==> config.mk <==
export PLATFORM = sky130hd
export DESIGN_NAME = dmux8way_buffered
export DESIGN_NICKNAME = d
export VERILOG_FILES = /design/src/rtl/dmux8way_buffered_pkg.sv /design/src/rtl/dmux_lane_reg.sv /design/src/rtl/dmux8way_buffered.sv
export SDC_FILE = /design/constraint.sdc
export NUM_CORES = 1
export LEC_CHECK = 0
export CORE_MARGIN = 3
export CORE_UTILIZATION = 45
export DETAILED_ROUTE_END_ITERATION = 8
export HOLD_SLACK_MARGIN = 0.08
export PLACE_DENSITY = 0.78
export SETUP_SLACK_MARGIN = 0.05
export SKIP_LAST_GASP = 1
export SYNTH_ARGS = -nofsm -noshare
export SYNTH_HDL_FRONTEND = slang
export SYNTH_SLANG_ARGS = --single-unit
==> constraint.sdc <==
create_clock -name clock -period 2.32 [get_ports clock]
set_clock_uncertainty 0.05 [all_clocks]
set_input_delay 0.464 -clock clock [delete_from_list [all_inputs] [get_ports clock]]
set_output_delay 0.464 -clock clock [all_outputs]
set_load 0.01 [all_outputs]
==> src/rtl/dmux8way_buffered_pkg.sv <==
// rtl/dmux8way_buffered_pkg.sv - shared lane constants, lane state type and slice helper
package dmux8way_buffered_pkg;
   localparam int DMUX_WAYS  = 8;
   localparam int DMUX_SEL_W = 3;
   localparam int DMUX_CNT_W = 8;

   typedef enum logic {
      LANE_EMPTY = 1'b0,
      LANE_FULL  = 1'b1
   } lane_state_e;

   function automatic int lane_lsb(input int lane, input int width);
      return lane * width;
   endfunction
endpackage

==> src/rtl/dmux_lane_reg.sv <==
// rtl/dmux_lane_reg.sv - one-entry valid/ready holding register for a single output lane
// Optional per-lane transfer counter under DMUX_STATS_EN.
module dmux_lane_reg
   import dmux8way_buffered_pkg::*;
#(
   parameter int WIDTH = 16
) (
   input  logic                  clock,
   input  logic                  reset_n,
   input  logic                  i_load,
   input  logic [WIDTH-1:0]      i_data,
   input  logic                  i_ready,
`ifdef DMUX_STATS_EN
   input  logic                  i_clear,
   output logic [DMUX_CNT_W-1:0] o_count,
`endif
   output logic                  o_valid,
   output logic [WIDTH-1:0]      o_data
);
   lane_state_e      r_state;
   logic [WIDTH-1:0] r_data;
   logic             w_drain;

   assign w_drain = (r_state == LANE_FULL) && i_ready;
   assign o_valid = (r_state == LANE_FULL);
   assign o_data  = r_data;

   // A load in the drain cycle keeps the lane FULL, giving one word per cycle.
   always_ff @(posedge clock or negedge reset_n) begin
      if (!reset_n) begin
         r_state <= LANE_EMPTY;
         r_data  <= '0;
      end else if (i_load) begin
         r_state <= LANE_FULL;
         r_data  <= i_data;
      end else if (w_drain) begin
         r_state <= LANE_EMPTY;
      end
   end

`ifdef DMUX_STATS_EN
   logic [DMUX_CNT_W-1:0] r_count;

   assign o_count = r_count;

   always_ff @(posedge clock or negedge reset_n) begin
      if (!reset_n) begin
         r_count <= '0;
      end else if (i_clear) begin
         r_count <= '0;
      end else if (w_drain) begin
         r_count <= r_count + 1'b1;
      end
   end
`endif
endmodule

==> src/rtl/dmux8way_buffered.sv <==
// rtl/dmux8way_buffered.sv - registered 1-to-8 valid/ready demultiplexer with per-lane holding registers
// Optional DMUX_STATS_EN adds per-lane output transfer counters and a synchronous clear.
module dmux8way_buffered
   import dmux8way_buffered_pkg::*;
#(
   parameter int WIDTH = 16
) (
   input  logic                       clock,
   input  logic                       reset_n,
   input  logic                       in_valid,
   output logic                       in_ready,
   input  logic [WIDTH-1:0]           in_data,
   input  logic [DMUX_SEL_W-1:0]      in_sel,
   output logic [DMUX_WAYS-1:0]       out_valid,
   input  logic [DMUX_WAYS-1:0]       out_ready,
   output logic [DMUX_WAYS*WIDTH-1:0] out_data,
`ifdef DMUX_STATS_EN
   input  logic                       stats_clear,
   output logic [DMUX_WAYS*DMUX_CNT_W-1:0] lane_count,
`endif
   output logic                       busy
);
   logic [DMUX_WAYS-1:0] w_valid;
   logic                 w_accept;

   // Only the addressed lane gates acceptance; other lanes never block the producer.
   assign in_ready  = !w_valid[in_sel] || out_ready[in_sel];
   assign w_accept  = in_valid && in_ready;
   assign out_valid = w_valid;
   assign busy      = |w_valid;

   for (genvar g = 0; g < DMUX_WAYS; g++) begin : g_lane
      localparam int LSB = lane_lsb(g, WIDTH);
      logic w_load;

      assign w_load = w_accept && (in_sel == DMUX_SEL_W'(g));

      dmux_lane_reg #(
         .WIDTH (WIDTH)
      ) u_lane (
         .clock   (clock),
         .reset_n (reset_n),
         .i_load  (w_load),
         .i_data  (in_data),
         .i_ready (out_ready[g]),
`ifdef DMUX_STATS_EN
         .i_clear (stats_clear),
         .o_count (lane_count[g*DMUX_CNT_W +: DMUX_CNT_W]),
`endif
         .o_valid (w_valid[g]),
         .o_data  (out_data[LSB +: WIDTH])
      );
   end
endmodule

==> flow_summary.yaml, run 1 <==
clock_network:
  numCtsBuffers: 17
  clkTransAtPathRegs_ns: 0.06
  ctsLongestPathBuffers: 2
  cts-root-buf: "clkbuf_16"
  h-tree-depth: 4
  tritoncts: "yes"
  clock_latency_ns: 0.41
  cts_num_sinks: 136
sta:
  finalCriticalPeriod_ns: 2.306
  setup_viol: 0
  slew_headroom: 0.5071
  worstMarginPinSlew_ns: 0.7393
  holdWs_ns: 0.07811
  finalCritPeriodShare: 0.9941
  hold_violations: 0
  max_freq_mhz: 433.6
  fin_ws_ns: 0.01366
  maxSlewViolCount: 0
  rsz0062_at_grt: "true"
  tns_ns: 0
logic_synthesis:
  synth-main-ff-cell: "dfrtp_1"
  synth.avg_cell_area_um2: 16.48
  synthesis.area_um2: 5290
  yosys-top-cells-area: "dfrtp_1, mux2_2, buf_4"
  yosysWarnings: 0
  synth_cell_types: 18
  synth_common_cells: "dfrtp_1, mux2_2, buf_4, nand2_1, nand2b_1"
  async_reset_ff_frac: 1.000
  synth_fp_nets: 351
  synth.most_common_cell: "dfrtp_1"
  yosysTopAreaCell: "dfrtp_1"
  synthCells: 321
  synth_edf_count: 0
  ys_ff_latch: 136
  synth_seq_area_share: 0.6433
  synth_top_area_frac: 0.6433
setup_path:
  critPathLaunchType: "flop"
  slowest_stage: "mux4_2"
  worst_path_largest_cell_delay_ns: 0.47
  timing.rr.end: "g_lane[7].u_lane.o_data[9]"
  r2r_setup_slack_ns: 0.66
  cp.required_ns: 1.81
  timing.rr.start: "g_lane[7].u_lane.o_valid"
  r2r_cells: 6
  crit_path_end_kind: "output pin"
  crit_fanout: 3
  crit_type: "flop to output pin"
  worstPathCellList: "nand2b_4, mux4_2, mux2_4, buf_6"
  crit_arrival_ns: 1.79
cells_and_area:
  syn2layout_area_growth_pct: 49.72
  diodes: 0
  final_core_util: 0.7088
  nets: 544
  fillers: 780
  drive_gt1_frac: 0.3840
detailed_routing:
  avgViaCountPerCell: 5.107
  wl_met1_um: 5446
  ant_nets: 0
  vias: 3401
  wl_um: 13880
  wl_met3_um: 744
  drc: 0
  drt_pass1_iterations: 4
  wl_per_cell_um: 20.84
  wl_met2_um: 7483
  dr.max_layer_used: "met4"
  drt_iter0_drc: 129
placement:
  gp_congestion: 0.8066
  dpl_worst_slack_ns: -0.4790
  dpl.hpwl_um: 9272
  io_buffer_count: 167
die:
  die_y_um: 114.4
  initial_core_util: 0.4735
  core_area_um2: 11170
  die_w_um: 114.4
  die_area_um2: 13090
  num_rows: 38
  ios: 168
pwr:
  p_leak_nw: 3.432
  powerDensity_nw_per_um2: 1007
  max-vdd-ir-drop_v: 0.0006397
status:
  outcome: "complete, no violations"
grt:
  grt_overflow: 0
  grt_pass1_vias: 3824
  grt_max_degree: 137
  antenna_found_initial: 0
  grt_usage: 0.2215
  grt_pass1_wl_um: 21520
run:
  maxCapViolCount: 0
worst_hold_path:
  hp-class: "input pin to asynchronous set/reset pin"
sequential cells by signal, summed over array words and instances, names as in the netlist:
name and count:
g_lane.u_lane.o_data 128, g_lane.u_lane.o_valid 8
kinds of logic (layout without fill, tap and decap cells):
group / after synthesis / in the layout / share of synthesized area
compound gates: 4 / 4 / 0.003784
simple gates: 31 / 31 / 0.04281
mux: 131 / 131 / 0.2831
flops: 136 / 136 / 0.6433
buf+inv: 19 / 224 / 0.02696
power by group:
part	switching, W	total, W	internal [W]
Clock	0.000942	0.00270	0.00176
Combinational	0.000791	0.00210	0.00131
Sequential	0.000281	0.00317	0.00289
Total	0.00201	0.00798	0.00596
critical path: cells and delay by family (launching register included):
family,cells,cell delay [ns]
flops,1,0.43
mux,2,0.75
simple gates,1,0.08
buf+inv,1,0.12
per-layer routing:
metal / vias to the layer above / global-route usage
met5: - / 0
met3: 13 / 0.06448
met4: 0 / 0.08393
met1: 1771 / 0.2571
li1: 1523 / -
met2: 94 / 0.3869
cell usage in the layout (no fill, tap or decap), types with 4 or more instances in the layout:
| master | synthesis | layout |
|---|---|---|
| mux2_2 | 128 | 127 |
| clkbuf_16 | 0 | 17 |
| dlygate4sd2_1 | 0 | 10 |
| buf_12 | 0 | 6 |
| buf_4 | 9 | 21 |
| dfrtp_1 | 136 | 135 |
| nand2_1 | 9 | 9 |
| nand2b_4 | 0 | 8 |
| clkdlybuf4s50_1 | 0 | 155 |
| o21ai_0 | 4 | 4 |
per-stage QoR:
stage | cell area (µm²) | total power (W) | instances
floorplan | 5290 | 0.003928 | 321
global placement | 7232 | 0.005244 | 631
detailed placement | 7232 | 0.005313 | 631
CTS | 7919 | 0.008069 | 666
global route | 7920 | 0.008318 | 666
finish | 7920 | 0.007976 | 666
worst max path at each step:
stage | from | to | slack (ns) | cells past startpoint
6_report | g_lane[5].u_lane.o_valid | in_ready | 0.01 | 4
5_1_grt | g_lane[5].u_lane.o_valid | in_ready | -0.02 | 4
4_1_cts | g_lane[5].u_lane.o_valid | in_ready | 0.03 | 4
3_5_place_dp | out_ready[6] | in_ready | -0.48 | 5
3_3_place_gp | in_sel[0] | in_ready | -0.44 | 4
2_1_floorplan | out_ready[1] | in_ready | 0.42 | 3
cell type report:
cell class | instances | area, µm² | area share
Clock buffer | 23 | 478.0 | 0.06035
Clock inverter | 8 | 120.1 | 0.01517
Multi-Input combinational cell | 166 | 1814 | 0.2291
Sequential cell | 136 | 3405 | 0.4299
Tap cell | 140 | 175.2 | 0.02212
Timing Repair Buffer | 193 | 1928 | 0.2434
repair_timing:
item / CTS / global route
gates cloned: 0 / 0
setup buffers: 4 / 0
setup endpoints to repair: 2 / 2
gates resized for setup: 25 / 1
hold buffers: 0 / 0
pin swaps: 0 / 0
Note: power is estimated with default switching activity, not from simulation.
==> run 2: changes to the inputs <==
--- a/config.mk
+++ b/config.mk
@@ -10,7 +10,6 @@
 export DETAILED_ROUTE_END_ITERATION = 8
 export HOLD_SLACK_MARGIN = 0.08
 export PLACE_DENSITY = 0.78
-export SETUP_SLACK_MARGIN = 0.05
 export SKIP_LAST_GASP = 1
 export SYNTH_ARGS = -nofsm -noshare
 export SYNTH_HDL_FRONTEND = slang
==> flow_summary.yaml, run 2 (synthesis gave the netlist of run 1 again) <==
status:
  outcome: "complete, no violations"
sta:
  finalCritPeriodShare: 0.9953
  rsz0062_at_grt: "true"
  tns_ns: 0
  holdWs_ns: 0.08626
  hold_violations: 0
  slew_headroom: 0.5144
  setup_viol: 0
  maxSlewViolCount: 0
  max_freq_mhz: 433.1
  finalCriticalPeriod_ns: 2.309
  worstMarginPinSlew_ns: 0.7284
cells_and_area:
  final_cell_mix: "clkdlybuf4s50_1, dfrtp_1, mux2_2"
  nets: 543
  instances_no_fill: 665
  largest_reg_flops: 128
  diodes: 0
  final_area_um2: 7913
  syn2layout_area_growth_pct: 49.57
  final_common_cell: "clkdlybuf4s50_1"
  drive_gt1_frac: 0.3810
setup_path:
  cp.required_ns: 1.81
  critPathLaunchType: "flop"
  crit_path_end_kind: "output pin"
  crit_arrival_ns: 1.80
  worst_path_largest_cell_delay_ns: 0.47
  crit_fanout: 3
  slowest_stage: "mux4_2"
  worstPathCellList: "nand2b_4, mux4_2, mux2_4, buf_6"
  crit_type: "flop to output pin"
die:
  die_y_um: 114.4
  ios: 168
  die_area_um2: 13090
  num_rows: 38
  initial_core_util: 0.4735
  die_w_um: 114.4
  core_area_um2: 11170
pwr:
  powerDensity_nw_per_um2: 1008
  p_leak_nw: 3.428
  max-vdd-ir-drop_v: 0.0006399
  power_w: 0.007977
detailed_routing:
  wl_per_cell_um: 20.91
  drt_pass1_iterations: 4
  wl_um: 13910
  drc: 0
  vias: 3423
  avgViaCountPerCell: 5.147
  drt_iter0_drc: 129
  ant_nets: 0
grt:
  gr-usage-met1: 0.2560
  antenna_found_initial: 0
  busiest_layer: "met2"
  grt_pass1_vias: 3824
  use_met2: 0.3869
  grt_usage: 0.2211
  grt_overflow: 0
  met3_usage: 0.06448
  grt_pass1_wl_um: 21490
  grt_max_degree: 137
placement:
  gp_congestion: 0.8066
  place_area_um2: 7232
  placed_cells: 631
  io_buffer_count: 167
  dpl.hpwl_um: 9272
clock_network:
  ctsLongestPathBuffers: 2
  numCtsBuffers: 17
  cts-root-buf: "clkbuf_16"
  clock_latency_ns: 0.41
  h-tree-depth: 4
  clkTransAtPathRegs_ns: 0.06
  tritoncts: "yes"
  cts_hold_buffers: 0
  cts_num_sinks: 136
run:
  maxCapViolCount: 0
worst_hold_path:
  hp-class: "input pin to asynchronous set/reset pin"
[run 2: cell types whose count changed in the layout (fill, tap and decap cells not counted)]
cell | previous run | this run
buf_4 | 21 | 20
clkdlybuf4s50_1 | 155 | 156
dfrtp_1 | 135 | 136
dfrtp_2 | 1 | 0
dlygate4sd2_1 | 10 | 9
[run 2: area by class of cell]
type / instances / area (µm²)
flip-flops and latches: 136 / 3403
fillers: 779 / 3261
repair buffers: 192 / 1922
multi-input cells: 166 / 1814
clock buffers: 23 / 478.0
well taps: 140 / 175.2
clock inverters: 8 / 120.1
[run 2: path summary, 6_finish.rpt]
check | startpoint | endpoint | slack [ns] | depth (start not counted)
max | g_lane[5].u_lane.o_valid | in_ready | 0.01 | 4
min | reset_n | g_lane[2].u_lane.o_data[13] | 0.09 | 2
max reg2reg | g_lane[3].u_lane.o_valid | g_lane[3].u_lane.o_data[15] | 0.71 | 5
min reg2reg | g_lane[3].u_lane.o_data[11] | g_lane[3].u_lane.o_data[11] | 0.44 | 1
max in group asynchronous | reset_n | g_lane[7].u_lane.o_data[0] | 1.57 | 2
min in group clock | g_lane[3].u_lane.o_data[11] | g_lane[3].u_lane.o_data[11] | 0.44 | 1
[run 2: repair_timing]
item | in CTS | in global routing
buffers inserted | 3 | 0
setup endpoints to repair | 1 | 2
cloned | 0 | 0
gates resized for setup | 23 | 1
hold endpoints to repair | 0 | 0
[run 2: routing by layer]
metal | wire, µm | vias up | share of wire
met2 | 7489 | 99 | 0.54
met1 | 5428 | 1787 | 0.39
li1 | - | 1522 | -
met3 | 770 | 15 | 0.055
met4 | 218 | 0 | 0.016
met5 | 0 | - | 0
[run 2: worst max-delay path, delay by kind of cell (launching register included)]
kind / cells / cell delay, ns
muxes: 2 / 0.75
buffers and inverters: 1 / 0.12
and+or+nand+nor: 1 / 0.08
DFF: 1 / 0.43
[run 2: where the power goes]
group	internal (W)	switching [W]	total, W
Combinational	0.00131	0.000792	0.00210
Clock	0.00176	0.000942	0.00271
Sequential	0.00289	0.000281	0.00317
Total	0.00596	0.00202	0.00798
[run 2: metrics by stage]
step                setup WS, ns    util
global placement         -0.4435  0.6473
global route            -0.01927  0.7082
finish                   0.01093  0.7082
CTS                    -0.003729  0.7076
floorplan                 0.4233       -
detailed placement       -0.4790  0.6473
==> run 3: changes to the inputs <==
--- a/config.mk
+++ b/config.mk
@@ -5,11 +5,12 @@
 export SDC_FILE = /design/constraint.sdc
 export NUM_CORES = 1
 export LEC_CHECK = 0
+export ABC_AREA = 1
 export CORE_MARGIN = 3
 export CORE_UTILIZATION = 45
 export DETAILED_ROUTE_END_ITERATION = 8
 export HOLD_SLACK_MARGIN = 0.08
-export PLACE_DENSITY = 0.78
+export PLACE_DENSITY = 0.76
 export SKIP_LAST_GASP = 1
 export SYNTH_ARGS = -nofsm -noshare
 export SYNTH_HDL_FRONTEND = slang
==> flow_summary.yaml, run 3 <==
setup_path:
  crit_top_cell: "nand2_1"
  crit_arrival_ns: 1.74
  r2r_setup_slack_ns: 0.48
  crit_path_end_kind: "output pin"
  critPathLaunchType: "input pin"
  critPathBufInv: 3
  cp.required_ns: 1.81
  slowest_stage: "clkdlybuf4s50_1"
  timing.rr.start: "g_lane[7].u_lane.o_valid"
  worstPathCellList: "clkdlybuf4s50_1, nand3_1, nand2_1, nor2_2, nand3_4, nand2_1, inv_1, dlygate4sd2_1"
  worst_path_largest_cell_delay_ns: 0.46
  cp.depth: 8
  crit_fanout: 2
  cp_top_family: "buffers and inverters"
  r2r_cells: 11
  crit_type: "input pin to output pin"
  timing.rr.end: "g_lane[3].u_lane.o_data[15]"
clock_network:
  clkTransAtPathRegs_ns: 0.06
  cts_num_sinks: 136
  h-tree-depth: 4
  clock_latency_ns: 0.41
  ctsLongestPathBuffers: 2
  numCtsBuffers: 17
  tritoncts: "yes"
  cts-root-buf: "clkbuf_16"
pwr:
  pwr-share-seq: 0.391
  pwr-share-clk: 0.342
  switching_share: 0.2829
  comb_power_share: 0.267
  internal_power_w: 0.005896
  p_sw_w: 0.002326
  powerDensity_nw_per_um2: 981.4
  p_leak_nw: 4.263
  max-vdd-ir-drop_v: 0.0005495
sta:
  finalCriticalPeriod_ns: 2.250
  tns_ns: 0
  setup_viol: 0
  max_freq_mhz: 444.5
  finalCritPeriodShare: 0.9696
  hold_violations: 0
  worstMarginPinSlew_ns: 0.5939
  rsz0062_at_grt: "false"
  maxSlewViolCount: 0
  slew_headroom: 0.6041
  holdWs_ns: 0.3181
worst_hold_path:
  hold_depth: 2
  whs_endpoint: "g_lane[6].u_lane.o_valid"
  hp-start: "out_ready[6]"
  hp-class: "input pin to flop"
logic_synthesis:
  synth_top_area_frac: 0.5851
  synth_fp_nets: 691
  yosysTopAreaCell: "dfrtp_1"
  synthCells: 661
  synthesis.area_um2: 5817
  synth_common_cells: "nand2_1, dfrtp_1, nand3_1"
  synth.avg_cell_area_um2: 8.800
  synth_seq_area_share: 0.5851
  synth-main-ff-cell: "dfrtp_1"
  yosysWarnings: 0
  ys_ff_latch: 136
  synth_cell_types: 20
  synth_edf_count: 0
  async_reset_ff_frac: 1.000
  synth.most_common_cell: "nand2_1"
  yosys-top-cells-area: "dfrtp_1, nand2_1, nand3_1"
detailed_routing:
  drt_iter0_drc: 522
  ant_nets: 0
  drc: 0
  drt_pass1_iterations: 5
  avgViaCountPerCell: 5.290
  wl_um: 18020
  vias: 5359
  wl_per_cell_um: 17.79
grt:
  grt_max_degree: 64
  grt_usage: 0.2535
  grt_overflow: 0
  grt_pass1_wl_um: 28540
  antenna_found_initial: 0
  grt_pass1_vias: 5291
placement:
  dpl.hpwl_um: 12430
  gp_congestion: 0.8900
  io_buffer_count: 167
die:
  core_area_um2: 12310
  die_w_um: 119.7
  initial_core_util: 0.4725
  die_area_um2: 14330
  num_rows: 40
  ios: 168
  die_y_um: 119.7
cells_and_area:
  fillers: 990
  syn2layout_area_growth_pct: 44.03
  final_common_cell: "nand2_1"
  final_cell_mix: "nand2_1, clkdlybuf4s50_1, dfrtp_1"
  nets: 862
  largest_reg_flops: 128
  diodes: 0
  drive_gt1_frac: 0.1065
run:
  maxCapViolCount: 0
status:
  outcome: "complete, no violations"
-- run 3: changes by cell type in the layout (fill, tap and decap cells not counted), moves of 10 or more --
cell,change
buf_4,+13
inv_1,+12
mux2_2,-127
nand2_1,+277
nor2_1,+10
nand3_1,+133
-- run 3: logic make-up after synthesis --
kind of cell           synth area share
buffers and inverters           0.07507
DFF                              0.5851
and+or+nand+nor                  0.3338
AOI/OAI and AO/OA              0.006022
-- run 3: worst max-delay path by stage --
stage | from | endpoint | slack, ns
5_1_grt | out_ready[7] | in_ready | 0.003
6_report | out_ready[7] | in_ready | 0.07
4_1_cts | out_ready[6] | in_ready | 0.05
3_3_place_gp | in_sel[1] | in_ready | -0.36
3_5_place_dp | in_sel[1] | in_ready | -0.38
2_1_floorplan | in_sel[1] | g_lane[2].u_lane.o_data[0] | 0.50
-- run 3: layer usage --
metal  vias up  global-route usage  routed length (µm)
met5         -                   0                   0
met1      2614              0.3417                7500
li1       2452                   -                   -
met2       270              0.3930                8461
met4         0             0.09019                 348
met3        23             0.07304                1713
-- run 3: what timing repair did --
action,4_1_cts,5_1_grt
gates cloned,1,0
pin swaps,2,1
buffers inserted,0,0
hold buffers,1,0
endpoints found under the hold margin,59,0
gates resized for setup,8,5
endpoints found under the setup margin,1,1
-- run 3: cell type report --
type | instances | area (µm²) | share of cell area
Timing Repair Buffer | 210 | 2100 | 0.2506
Sequential cell | 136 | 3403 | 0.4062
Inverter | 14 | 52.55 | 0.006272
Multi-Input combinational cell | 453 | 1991 | 0.2376
Tap cell | 168 | 210.2 | 0.02509
Clock buffer | 20 | 446.7 | 0.05332
Clock inverter | 12 | 175.2 | 0.02091
-- run 3: power groups by stage --
stage,Clock (W),Sequential (W),Combinational (W)
CTS,0.00285,0.00321,0.00222
global placement,0,0.00322,0.00215
finish,0.00281,0.00321,0.00220
floorplan,0,0.00342,0.000618
detailed placement,0,0.00323,0.00220
global route,0.00295,0.00326,0.00237
-- run 3: worst reg2reg max path, stage by stage, from the launching register on --
cell and delay (ns):
dfrtp_1 0.44, nand2_1 0.10, nand2_1 0.05, nand2_1 0.05
nand2_1 0.08, nand3_4 0.07, nand2_1 0.08, buf_4 0.15
nor2_4 0.18, buf_12 0.27, nand3_1 0.16, nand2_1 0.09
-- run 3: through the flow --
step           area, µm²  worst slack (ns)  instances  utilization  power (W)
2_1_floorplan       5817            0.5005        661            -   0.004040
3_3_place_gp        7729           -0.3619        979       0.6277   0.005375
3_5_place_dp        7729           -0.3820        979       0.6277   0.005433
4_1_cts             8374           0.04751       1013       0.6802   0.008273
5_1_grt             8378          0.003120       1013       0.6805   0.008589
6_report            8378           0.07047       1013       0.6805   0.008222
